`src/rtl/carwash_timers_if.sv`:
```
// carwash_timers_if -- bundle between carwash_fsm and carwash_timers.
//   CLRT1, CLRT2 : timer clear requests, driven by the FSM (master)
//   T1DONE, T2DONE : timer expiry flags, driven by the timer block (slave)
//   REMAIN1 : seconds left on timer 1, present only when CARWASH_REMAIN_EN
//             is defined (the CNT_W parameter exists only in that build)
interface carwash_timers_if
`ifdef CARWASH_REMAIN_EN
  #(parameter int CNT_W = 8)
`endif
  ;
  logic CLRT1;
  logic CLRT2;
  logic T1DONE;
  logic T2DONE;
`ifdef CARWASH_REMAIN_EN
  logic [CNT_W-1:0] REMAIN1;

  modport master (output CLRT1, CLRT2, input T1DONE, T2DONE, REMAIN1);
  modport slave  (input CLRT1, CLRT2, output T1DONE, T2DONE, REMAIN1);
`else
  modport master (output CLRT1, CLRT2, input T1DONE, T2DONE);
  modport slave  (input CLRT1, CLRT2, output T1DONE, T2DONE);
`endif
endinterface

```
`src/rtl/carwash_timers.sv`:
```
// carwash_timers -- two independent prescaled elapsed-time counters that
// serve carwash_fsm. Each timer counts whole "seconds" of TICK_DIV clock
// cycles after its clear request drops and raises its DONE flag once the
// programmed duration has elapsed, then holds until cleared again.
//
// Ports:
//   clk  : system clock, rising edge
//   clr  : asynchronous active-high reset
//   bus  : carwash_timers_if.slave
//            CLRT1/CLRT2   in  level-sensitive synchronous clears
//            T1DONE/T2DONE out registered expiry flags
//            REMAIN1       out seconds left on timer 1 (CARWASH_REMAIN_EN)
//
// Optional feature macro: CARWASH_REMAIN_EN adds the REMAIN1 countdown.
module carwash_timers #(
  parameter int TICK_DIV = 50_000_000,
  parameter int T1_SECS  = 30,
  parameter int T2_SECS  = 10,
  parameter int CNT_W    = 8
) (
  input logic clk,
  input logic clr,
  carwash_timers_if.slave bus
);

  // TICK_DIV=1 still needs a one-bit prescaler; it stays at zero because
  // every cycle is then the last tick of a second.
  localparam int PRE_W = (TICK_DIV > 1) ? $clog2(TICK_DIV) : 1;
  localparam logic [PRE_W-1:0] PRE_LAST = PRE_W'(TICK_DIV - 1);

  function automatic logic [CNT_W-1:0] sec_inc(input logic [CNT_W-1:0] s);
    return s + CNT_W'(1);
  endfunction

  function automatic logic [CNT_W-1:0] rem_dec(input logic [CNT_W-1:0] r);
    // Never wraps below zero; the done flag stops decrements first anyway.
    return (r == '0) ? '0 : r - CNT_W'(1);
  endfunction

  logic [1:0] clrt;
  logic [1:0] done;

  assign clrt = {bus.CLRT2, bus.CLRT1};

  for (genvar k = 0; k < 2; k++) begin : g_tmr
    localparam logic [CNT_W-1:0] SECS = CNT_W'((k == 0) ? T1_SECS : T2_SECS);

    logic [PRE_W-1:0] pre_p0;
    logic [CNT_W-1:0] sec_p0;
    logic             done_p0;
    logic             last_tick;

    assign last_tick = (pre_p0 == PRE_LAST);

    // Stage 0: prescaler, seconds counter and saturating done flag.
    // Clear beats counting, so a clear on the completing edge leaves done low.
    always_ff @(posedge clk or posedge clr) begin
      if (clr) begin
        pre_p0  <= '0;
        sec_p0  <= '0;
        done_p0 <= 1'b0;
      end else if (clrt[k]) begin
        pre_p0  <= '0;
        sec_p0  <= '0;
        done_p0 <= 1'b0;
      end else if (!done_p0) begin
        if (last_tick) begin
          pre_p0  <= '0;
          sec_p0  <= sec_inc(sec_p0);
          done_p0 <= (sec_inc(sec_p0) == SECS);
        end else begin
          pre_p0  <= pre_p0 + PRE_W'(1);
        end
      end
    end

    assign done[k] = done_p0;
  end

  assign bus.T1DONE = done[0];
  assign bus.T2DONE = done[1];

`ifdef CARWASH_REMAIN_EN
  logic [CNT_W-1:0] remain_p0;

  // Stage 0: countdown kept in step with sec_1, so it equals T1_SECS - sec_1
  // as a register of its own and reaches zero on the edge T1DONE rises.
  always_ff @(posedge clk or posedge clr) begin
    if (clr) begin
      remain_p0 <= CNT_W'(T1_SECS);
    end else if (clrt[0]) begin
      remain_p0 <= CNT_W'(T1_SECS);
    end else if (!done[0] && g_tmr[0].last_tick) begin
      remain_p0 <= rem_dec(remain_p0);
    end
  end

  assign bus.REMAIN1 = remain_p0;
`endif

endmodule

```
`src/flat_wrapper.sv`:
```
// flat-port wrapper written by rule: the top's interface ports become plain ports
module carwash_timers_flat 
#(
  parameter int TICK_DIV = 50_000_000,
  parameter int T1_SECS  = 30,
  parameter int T2_SECS  = 10,
  parameter int CNT_W    = 8
)
  (clk, clr, bus_CLRT1, bus_CLRT2, bus_T1DONE, bus_T2DONE);
  carwash_timers_if bus_i ();
  input logic clk;
  input logic clr;
  input wire logic [$bits(bus_i.CLRT1)-1:0] bus_CLRT1;
  input wire logic [$bits(bus_i.CLRT2)-1:0] bus_CLRT2;
  output wire logic [$bits(bus_i.T1DONE)-1:0] bus_T1DONE;
  output wire logic [$bits(bus_i.T2DONE)-1:0] bus_T2DONE;
  assign bus_i.CLRT1 = bus_CLRT1;
  assign bus_i.CLRT2 = bus_CLRT2;
  assign bus_T1DONE = bus_i.T1DONE;
  assign bus_T2DONE = bus_i.T2DONE;
  carwash_timers #(.TICK_DIV(TICK_DIV), .T1_SECS(T1_SECS), .T2_SECS(T2_SECS), .CNT_W(CNT_W)) u_core (.clk(clk), .clr(clr), .bus(bus_i));
endmodule
```
`config.mk`:
```
export PLATFORM = sky130hd
export DESIGN_NAME = carwash_timers_flat
export DESIGN_NICKNAME = d
export VERILOG_FILES = /design/src/rtl/carwash_timers_if.sv /design/src/rtl/carwash_timers.sv /design/src/flat_wrapper.sv
export SDC_FILE = /design/constraint.sdc
export NUM_CORES = 1
export LEC_CHECK = 0
export CAP_MARGIN = 10
export CORE_AREA = 2 2 96 98
export CTS_CLUSTER_SIZE = 12
export DETAILED_ROUTE_END_ITERATION = 10
export DIE_AREA = 0 0 98 100
export PLACE_DENSITY_LB_ADDON = 0.1
export SETUP_SLACK_MARGIN = 0.1
export SYNTH_ARGS = -nofsm -noshare
export SYNTH_HDL_FRONTEND = slang
export SYNTH_SLANG_ARGS = --single-unit
```
`constraint.sdc`:
```
create_clock -name clk -period 2 [get_ports clk]
set_input_delay 0.2 -clock clk [delete_from_list [all_inputs] [get_ports clk]]
set_output_delay 0.2 -clock clk [all_outputs]
set_load 0.005 [all_outputs]
```
After elaboration in Yosys (flattened, before gate mapping) --
Cells that the tools add are included.
Word-level totals: register bits after elaboration 70, input port bits 4, output and inout port bits 2, logic and storage cells 38
Operators by class: add/subtract/negate cells 4, equal/unequal tests 6, muxes and demuxes 18, reductions and logical operators 4
Operators by type and width (number):
- $mux W26 | 6
- $add A26 B1 Y26 const B | 2
- $eq A26 B26 Y1 const B | 2
- $mux W8 | 6
- $add A8 B1 Y8 const B | 2
- $eq A8 B4 Y1 const B | 1
- $eq A8 B5 Y1 const B | 1
- $mux W1 | 6
- $ne A2 B2 Y1 const B | 2
- $reduce_and A2 Y1 | 2
- $reduce_bool A2 Y1 | 2

Longest topological paths before layout --
Gate-level depths: netlist of run 1.
depth after elaboration 5, mapped depth 8, mapped depth without buffers 6

Worst setup path after synthesis of run 1 --
No wires, ideal clock.
kind reg2reg, from reg u_core.g_tmr[1].pre_p0[16], to reg u_core.g_tmr[1].sec_p0[3], library setup time 0.078 ns, arrival 2.014 ns, required time 1.922 ns, setup slack -0.092 ns, cell stages (with the launch flop) 7, buffers on the path 1, period minus slack after synthesis 2.092 ns, cell sequence dfrtp_1 -> or4b_4 -> nor4_4 -> nand3_2 -> buf_4 -> or3_1 -> a21oi_1
On the way: word-level cells in the longest chain between the ends 3
RTL lines:
- start, declared | RTL line carwash_timers.sv:48 | logic [PRE_W-1:0] pre_p0;
- start signal, assigned | RTL line carwash_timers.sv:72 | pre_p0 <= pre_p0 + PRE_W'(1);
- $eq A26 B26 Y1 | RTL line carwash_timers.sv:53 | assign last_tick = (pre_p0 == PRE_LAST);
- $reduce_bool A2 Y1 (no line)
- $reduce_and A2 Y1 (no line)
- end signal, assigned | RTL line carwash_timers.sv:69 | sec_p0 <= sec_inc(sec_p0);
- end, declared | RTL line carwash_timers.sv:49 | logic [CNT_W-1:0] sec_p0;
Every way passes these cells. A chain may end at the register's enable or synchronous reset.

Final worst setup path of run 1 --
from reg u_core.g_tmr[1].pre_p0[9], to reg u_core.g_tmr[1].sec_p0[5]
The elaborated chain is that of the path after synthesis.

==> impl_metrics.yaml, run 1 <==
logic_synthesis:
  ys.warnings.count: 0
  synth_edf_count: 0
  yosys.area.top_type: "dfrtp_1"
  synthFlopType: "dfrtp_1"
  avgSynthCellArea_um2: 9.10
  synth_cell_types: 45
  netlist_instances: 420
  synth.most_common_cell: "dfrtp_1"
  ys_seq_area_share_pct: 45.9
  synthesis.nets: 430
  async_flop_share_pct: 100
  synth.top_cell.area_share_pct: 45.9
  yosys-top-cells-area: "dfrtp_1, xor2_1, nor2_1"
  synth_area_um2: 3820
  ys_seq_elements: 70
  netlist_top_cells_count: "dfrtp_1, nor2_1, nand2_1, xor2_1, nand3_1"
power:
  p_leak_nw: 2.01
  vdd_drop_max_mv: 0.354
  p_per_area_nw_per_um2: 536
  power_w: 0.00268
sta:
  clock.fmax_mhz: 491
  setup-violations-final: 11
  tightest_slew_ns: 0.871
  final_max_slew_viol_count: 0
  fin_setup_tns_ns: -0.179
  clock-skew-final_ns: 0.0125
  hold_violations: 0
  fin_ws_ns: -0.0378
  rsz0062_at_grt: "true"
  period_share_pct: 102
  min_period_ns: 2.04
  hold_slack_ns: 0.201
  slew_headroom_pct: 41.5
cells_and_area:
  n_antenna_cell: 0
  area_growth_syn_to_layout_pct: 31.2
  design_area_um2: 5010
  drive_gt1_share_pct: 27.1
  nets: 494
worst_setup_path:
  cp_num_buf_inv: 0
  r2r_cells: 4
  rrSetupSlack_ns: -0.04
  cp.required_ns: 2.28
  start_kind: "flip-flop"
  crit_family: "simple AND/OR/NAND/NOR gates"
  timing.rr.start: "u_core.g_tmr[1].pre_p0[9]"
  cp-end-kind: "flip-flop"
  cp_cell_sequence: "nor3_1 > nand3_4 > or4_1 > a21oi_1"
  slowest_delay_ns: 0.74
  cp_max_fo: 6
  cpMaxStageDelayCell: "nor3_1"
  timing.rr.end: "u_core.g_tmr[1].sec_p0[5]"
  critPathKind: "flip-flop to flip-flop"
  crit_arrival_ns: 2.32
routing:
  firstDrtPassIters: 4
  wl_per_cell_um: 14.5
  vias: 3240
  drc: 0
  wirelength_um: 8660
  drt_iter0_drc: 105
  ant_nets: 0
  via_per_inst: 5.42
floorplanning:
  core_um2: 8890
  dieHeight_um: 100
  io_pins: 6
  initial_core_util_pct: 43.0
  dieArea_um2: 9800
  die_w_um: 98
  rows: 35
clock_network:
  holdBufCountCts: 0
  htreeDepth: 3
  path_clk_slew_ns: 0.08
  cts_tree: "built"
  cts_sinks: 70
  clockBufferDepth: 2
  clkLatencyLatePin_ns: 0.35
  cts_buffers: 9
  clock-root-buffer: "clkbuf_8"
outcome:
  outcome: "finished with violations"
  failed_checks: "setup timing"
placed_design:
  placed_area_um2: 4390
  place.gp.congestion: 0.819
  portBuffers: 5
  hpwl_um: 5760
global_route:
  grt_pass1_wl_um: 14600
  grt_pass1_vias: 3160
  grt_start_max_net_pins: 33
  grtUsageTotal_pct: 18.3
  overflow: 0
  antenna_found_initial: 0
min_path:
  hold_class: "input port to async pin"
job:
  maxCapViolCount: 0
[worst max path at each step]
stage | startpoint | to | slack, ns | cells after the start
after floorplan | u_core.g_tmr[0].pre_p0[10] | u_core.g_tmr[0].sec_p0[6] | -0.05 | 6
after global placement | u_core.g_tmr[0].pre_p0[10] | u_core.g_tmr[0].sec_p0[5] | -0.01 | 5
after detailed placement | u_core.g_tmr[0].pre_p0[10] | u_core.g_tmr[0].sec_p0[5] | -0.07 | 5
after CTS | u_core.g_tmr[0].pre_p0[24] | u_core.g_tmr[0].sec_p0[5] | -0.008 | 5
after global routing | u_core.g_tmr[0].pre_p0[10] | u_core.g_tmr[0].sec_p0[5] | -0.11 | 5
final | u_core.g_tmr[1].pre_p0[9] | u_core.g_tmr[1].sec_p0[5] | -0.04 | 4
[layer usage]
| layer | routed length [µm] | global-route usage [%] | up-vias | part of all wire (%) |
|---|---|---|---|---|
| li1 | - | - | 1607 | - |
| met1 | 4080 | 24.4 | 1578 | 47 |
| met2 | 4150 | 29.6 | 39 | 48 |
| met3 | 205 | 3.55 | 16 | 2.4 |
| met4 | 218 | 7.26 | 0 | 2.5 |
| met5 | 0 | 0 | - | 0 |
[placed cells by master (no fill, tap or decap), types with 3 or more instances in the layout]
cell type	count
dfrtp_1	70
buf_4	50
nor2_1	44
nand2_1	39
xor2_1	30
nand3_1	26
nor2_4	20
nand4_1	19
xnor2_1	18
a21oi_1	14
clkbuf_8	14
nor3_1	8
or3_1	8
o21ai_0	8
and4_1	7
nor2b_1	6
inv_1	6
ha_1	6
nor2_2	5
clkdlybuf4s50_1	5
buf_6	5
nand4b_1	4
nand3_4	4
nor4_1	4
and3_1	4
a21oi_2	4
a31oi_1	4
or4_1	4
and2_1	3
o31ai_2	3
buf_12	3
[stage by stage]
stage | util, % | setup slack (ns) | instances
finish | 56.4 | -0.0378 | 598
global route | 56.4 | -0.105 | 598
CTS | 52.6 | -0.00814 | 593
detailed placement | 49.4 | -0.0669 | 575
global placement | 49.4 | -0.0115 | 575
floorplan | - | -0.0484 | 420
[cell type report]
class | count | area (µm²)
Fill cell | 775 | 3880
Timing Repair Buffer | 66 | 597
Clock buffer | 14 | 193
Multi-Input combinational cell | 330 | 2300
Inverter | 7 | 30.0
Sequential cell | 70 | 1750
Tap cell | 111 | 139
[flip-flops by register name, summed over array words and instances, names as in the netlist]
signal,count
u_core.g_tmr.sec_p0,16
u_core.bus.T1DONE,1
u_core.g_tmr.pre_p0,52
u_core.bus.T2DONE,1
[repair_timing]
action                     in CTS  in global routing
hold endpoints to repair        0                  0
setup buffers                   4                  5
gates resized for setup        16                 67
pin swaps                       5                 28
setup endpoints to repair      47                 58
cloned                          0                  2
[cell families after synthesis]
kind of cell               Yosys count  share of synthesized area (%)
DFF                                 70                           45.9
xor gates and xnor gates            49                           11.2
and+or+nand+nor                    230                           31.9
adders and majority gates            6                           1.97
muxes                                1                          0.262
AOI/OAI and AO/OA                   43                           6.52
buffers and inverters               21                           2.29
[where the power goes]
part	leakage [nW]	internal (W)	total, W	switching [W]
clock network	0.101	0.000608	0.00112	0.000512
registers	0.973	0.00142	0.00144	0.0000103
logic	0.936	0.0000494	0.000130	0.0000809
total	2.01	0.00208	0.00268	0.000603
(Power assumes the default switching activity.)
==> run 2: changes to the inputs <==
- CAP_MARGIN: 10 -> 20
==> results of run 2 <==
The final DEF is identical to that of run 1; final timing and power are the same.
==> run 3: changes to the inputs <==
- CTS_CLUSTER_DIAMETER: default -> 120
- GPL_ROUTABILITY_DRIVEN: default -> 0
==> results of run 3 <==
The final DEF is identical to that of run 1; final timing and power are the same.
